==> src/rtl/swc_pkg.sv <==
// Shared types and constants for the instruction buffer slice.
package swc_pkg;

  localparam int SWC_XLEN = 32;
  localparam logic [31:0] SWC_NOP = 32'h0000_0013;

  typedef struct packed {
    logic                err;
    logic [SWC_XLEN-1:0] pc;
    logic [SWC_XLEN-1:0] inst;
  } ibuf_entry_t;

endpackage

==> src/rtl/ifu_ibuf_mem.sv <==
// DEPTH-entry storage for the instruction buffer: one write port, one async read port.
module ifu_ibuf_mem
  import swc_pkg::*;
#(
  parameter int DEPTH = 4,
  localparam int AW = $clog2(DEPTH)
) (
  input  logic        hclk,
  input  logic        we_i,
  input  logic [AW-1:0] waddr_i,
  input  ibuf_entry_t wdata_i,
  input  logic [AW-1:0] raddr_i,
  output ibuf_entry_t rdata_o
);

  ibuf_entry_t mem_q [DEPTH];

  // Data carries no reset; validity is tracked by the occupancy count in the top.
  always_ff @(posedge hclk) begin
    if (we_i) begin
      mem_q[waddr_i] <= wdata_i;
    end
  end

  assign rdata_o = mem_q[raddr_i];

endmodule

==> src/rtl/ifu_ibuf_swc.sv <==
// Fetch-to-decode instruction buffer with skid-aware stall, flush and sticky overflow.
// Optional same-cycle bypass when empty is enabled by defining IBUF_BYPASS_EN.
module ifu_ibuf_swc
  import swc_pkg::*;
#(
  parameter int DEPTH = 4,
  parameter int SKID  = 1,
  parameter int XLEN  = SWC_XLEN,
  localparam int AW = $clog2(DEPTH),
  localparam int CW = AW + 1
) (
  input  logic            hclk,
  input  logic            hrstn,
  input  logic            ifu_valid,
  input  logic [XLEN-1:0] ifu_pc,
  input  logic [XLEN-1:0] ifu_inst,
  input  logic            ifu_err,
  input  logic            flush,
  output logic            ifu_dec_stall,
  output logic            dec_valid,
  output logic [XLEN-1:0] dec_pc,
  output logic [XLEN-1:0] dec_inst,
  output logic            dec_err,
  input  logic            dec_ready,
  output logic [CW-1:0]   ibuf_count,
  output logic            ibuf_ovf
);

  localparam logic [CW-1:0] DEPTH_C  = CW'(DEPTH);
  localparam logic [CW-1:0] STALL_TH = CW'(DEPTH - SKID);

  logic [AW-1:0] wptr_q, wptr_d, rptr_q, rptr_d;
  logic [CW-1:0] count_q, count_d;
  logic          stall_q, stall_d, ovf_q, ovf_d;
  logic          full, byp, pop, push, byp_take, wr_en, rd_adv;
  ibuf_entry_t   head, wr_entry;

  assign wr_entry.err  = ifu_err;
  assign wr_entry.pc   = SWC_XLEN'(ifu_pc);
  assign wr_entry.inst = SWC_XLEN'(ifu_inst);

  ifu_ibuf_mem #(.DEPTH(DEPTH)) u_mem (
    .hclk    (hclk),
    .we_i    (wr_en),
    .waddr_i (wptr_q),
    .wdata_i (wr_entry),
    .raddr_i (rptr_q),
    .rdata_o (head)
  );

  assign full = (count_q == DEPTH_C);

`ifdef IBUF_BYPASS_EN
  assign byp = (count_q == '0) & ~flush;
`else
  assign byp = 1'b0;
`endif

  always_comb begin
    dec_valid = (count_q != '0);
    dec_pc    = XLEN'(head.pc);
    dec_inst  = XLEN'(head.inst);
    dec_err   = head.err;
    if (byp) begin
      dec_valid = ifu_valid;
      dec_pc    = ifu_pc;
      dec_inst  = ifu_inst;
      dec_err   = ifu_err;
    end
    if (!dec_valid) begin
      dec_pc   = '0;
      dec_inst = XLEN'(SWC_NOP);
      dec_err  = 1'b0;
    end
  end

  assign pop  = dec_valid & dec_ready;
  assign push = ifu_valid & ~flush & (~full | pop);
  // A bypassed entry consumed this cycle never touches storage.
  assign byp_take = byp & pop;
  assign wr_en    = push & ~byp_take;
  assign rd_adv   = pop & ~byp_take;

  always_comb begin
    wptr_d  = wptr_q + AW'(wr_en);
    rptr_d  = rptr_q + AW'(rd_adv);
    count_d = count_q + CW'(wr_en) - CW'(rd_adv);
    ovf_d   = ovf_q | (ifu_valid & ~flush & full & ~pop);
    if (flush) begin
      wptr_d  = '0;
      rptr_d  = '0;
      count_d = '0;
    end
    stall_d = ~flush & (count_d >= STALL_TH);
  end

  always_ff @(posedge hclk or negedge hrstn) begin
    if (!hrstn) begin
      wptr_q  <= '0;
      rptr_q  <= '0;
      count_q <= '0;
      stall_q <= 1'b0;
      ovf_q   <= 1'b0;
    end else begin
      wptr_q  <= wptr_d;
      rptr_q  <= rptr_d;
      count_q <= count_d;
      stall_q <= stall_d;
      ovf_q   <= ovf_d;
    end
  end

  assign ifu_dec_stall = stall_q;
  assign ibuf_count    = count_q;
  assign ibuf_ovf      = ovf_q;

endmodule
==> config.mk <==
export PLATFORM = sky130hd
export DESIGN_NAME = ifu_ibuf_swc
export DESIGN_NICKNAME = d
export VERILOG_FILES = /design/src/rtl/swc_pkg.sv /design/src/rtl/ifu_ibuf_mem.sv /design/src/rtl/ifu_ibuf_swc.sv
export SDC_FILE = /design/constraint.sdc
export NUM_CORES = 1
export LEC_CHECK = 0
export BUFFER_PORTS_ARGS = -buffer_cell sky130_fd_sc_hd__buf_2
export CORE_MARGIN = 4
export CORE_UTILIZATION = 52
export CTS_CLUSTER_DIAMETER = 80
export CTS_CLUSTER_SIZE = 10
export DETAILED_ROUTE_END_ITERATION = 12
export PLACE_DENSITY_LB_ADDON = 0.25
export SLEW_MARGIN = 20
export SYNTH_ARGS = -nofsm -noshare
export SYNTH_HDL_FRONTEND = slang
export SYNTH_SLANG_ARGS = --single-unit
==> constraint.sdc <==
create_clock -name hclk -period 10.26 [get_ports hclk]
set_clock_uncertainty 0.1 [all_clocks]
set_input_delay 1.026 -clock hclk [delete_from_list [all_inputs] [get_ports hclk]]
set_output_delay 1.026 -clock hclk [all_outputs]
set_load 0.005 [all_outputs]
==> results.py <==
metrics = {
    "critical_path": {
        "start_kind": "flip-flop",
        "critPathBufInv": 2,
        "worst-endpoint-required_ns": 9.13,
        "critPathMaxStageDelay_ns": 1.05,
        "reg2reg_to": "ifu_dec_stall",
        "end_kind": "output pin",
        "cp.depth": 4,
        "path_cells": "nor3_1 > clkinv_2 > and2_1 > buf_2",
        "r2r_slack_ns": 5.90,
        "crit_slowest_cell": "clkinv_2",
        "rr_worst_depth": 10,
        "cp_top_family": "simple AND/OR/NAND/NOR gates",
        "cp-startpoint": "ibuf_count[1]",
        "path_max_fanout": 64,
        "worstReg2RegStart": "ibuf_count[1]",
        "critPathKind": "reg2out",
        "cp.arrival_ns": 3.56,
        "crit_end": "dec_err",
    },
    "sta": {
        "finalSetupViolations": 0,
        "layout_min_cycle_time_ns": 4.69,
        "tns_ns": 0,
        "rsz0062_at_grt": "false",
        "final.period_utilization_pct": 45.7,
        "max_freq_mhz": 213,
        "final_hold_viol_count": 0,
        "tightest_slew_ns": 1.08,
        "drv_slew": 0,
        "slew_headroom_pct": 27.1,
    },
    "floorplanning": {
        "die_w_um": 149,
        "die_y_um": 149,
        "initial_core_util_pct": 52.9,
        "rows": 51,
        "io_pins": 141,
        "dieArea_um2": 22200,
        "core_area_um2": 19500,
    },
    "grt": {
        "grt_pass1_wl_um": 30200,
        "antenna_found_initial": 1,
        "grt_usage_pct": 17.7,
        "grt_pass1_vias": 5299,
        "grt_max_degree": 67,
        "overflow": 0,
    },
    "drt": {
        "drtAntennaViolNets": 0,
        "drt_iter0_markers": 264,
        "drc_errors": 0,
        "dr.pass1.iters": 4,
        "post_drt_wl_per_cell_um": 21.5,
        "via_per_inst": 5.40,
        "routed_wl_um": 19400,
        "vias": 4863,
    },
    "yosys": {
        "syn_area_per_cell_um2": 22.9,
        "yosysTopAreaCellShare_pct": 75.5,
        "synth_fp_nets": 526,
        "ys_seq_area_share_pct": 77.7,
        "synth_warnings": 0,
        "synth_area_leader_cell": "edfxtp_1",
        "ys_ff_latch": 269,
        "netlist_area_um2": 10300,
        "synthCells": 451,
        "synth_top_cells_by_area": "edfxtp_1 (76%), mux4_2 (14%), and2_1 (3.8%)",
        "ys_types": 27,
    },
    "clocking": {
        "clock-sinks": 269,
        "cts_resized": 0,
        "clk_latency_ns": 0.53,
        "cts_buffers": 30,
        "ctsHoldBuffers": 0,
        "h-tree-depth": 1,
        "cts-root-buf": "clkbuf_16",
        "post_cts_buffers": 0,
        "clk_pin_slew_ns": 0.06,
        "clockBufferDepth": 3,
        "cts_tree": "yes",
    },
    "place": {
        "dpl-instance-area_um2": 11300,
        "port_buffers": 140,
        "place_congestion": 0.699,
        "dp_hpwl_um": 11100,
    },
    "layout": {
        "layout_commonest_cell": "edfxtp_1",
        "fin_nets": 686,
        "final_cell_area_um2": 12200,
        "diodes": 0,
        "drive_gt1_share_pct": 40.2,
        "syn_to_final_growth_pct": 17.7,
        "final_cell_mix": "edfxtp_1 (260), buf_2 (140), mux4_2 (65)",
    },
    "worst_hold_path": {
        "min_path_type": "in2async",
    },
    "run": {
        "cap_viol_max_count": 0,
    },
    "pwr": {
        "p_leak_nw": 4.17,
        "power.density_nw_per_um2": 239,
        "vdd_drop_max_mv": 0.183,
    },
    "outcome": {
        "status": "finished clean",
    },
}
cells in the mapped netlist:
cell type and count:
buf_1 1, and2_1 63, mux4_2 65, or2_2 1, nor4bb_1 1, edfxtp_1 260
buf_4 1, buf_12 5, clkbuf_1 7, nor4b_1 2, fa_1 1, o2bb2ai_1 1
xnor2_1 2, nor2b_1 3, ha_1 4, nor4b_2 1, dfrtp_1 9, nor3_1 1
buf_2 6, a31o_2 1, inv_1 4, xnor3_1 1, nor2_1 5, buf_6 1
or2_1 3, nor4_1 1, nand2b_1 1
metrics by stage:
step / setup WS [ns] / utilization [%] / total power [mW] / hold slack [ns] / std cells
floorplan: 1.34 / - / 1.76 / 0.366 / 451
global placement: 6.29 / 57.9 / 2.00 / 0.417 / 844
detailed placement: 6.17 / 57.9 / 2.01 / 0.422 / 844
CTS: 5.79 / 62.3 / 2.95 / 0.218 / 900
global route: 5.26 / 62.3 / 3.06 / 0.230 / 900
finish: 5.57 / 62.3 / 2.91 / 0.235 / 900
flip-flops by register name (all words and copies together) (netlist names):
name,flops
ibuf_count,3
u_mem.mem_q,260
rptr_q,2
ifu_dec_stall,1
wptr_q,2
ibuf_ovf,1
layer usage:
metal | track usage [%] | vias to the layer above | share of wire [%]
met1 | 25.0 | 2525 | 43
met2 | 28.4 | 148 | 48
met3 | 5.23 | 25 | 7.8
met5 | 0 | - | 0.067
li1 | - | 2163 | -
met4 | 3.20 | 2 | 1.4
logic make-up after synthesis:
kind of cell,Yosys count,synth area share [%]
xor gates and xnor gates,3,0.387
and+or+nand+nor,82,5.00
muxes,65,14.2
AOI/OAI and AO/OA,2,0.170
DFF,269,77.7
adders and majority gates,5,0.678
buffers and inverters,25,1.88
power breakdown:
part	internal [mW]	switching, mW
Sequential	1.25	0.0545
Clock	0.561	0.380
Combinational	0.351	0.305
how the worst min path moves through the flow:
stage                               end  slack (ns)
after floorplan                ibuf_ovf        0.37
after global placement         ibuf_ovf        0.42
after detailed placement       ibuf_ovf        0.42
after CTS                 ibuf_count[2]        0.22
after global routing      ibuf_count[2]        0.23
final                     ibuf_count[2]        0.23
area by class of cell:
class	instances	area, µm²
clock buffers	56	870
inverters	4	16.3
well taps	265	332
flip-flops and latches	269	8040
multi-input cells	157	2140
fillers	1432	7360
repair buffers	149	768
Note: power is estimated with default switching activity, not from simulation.
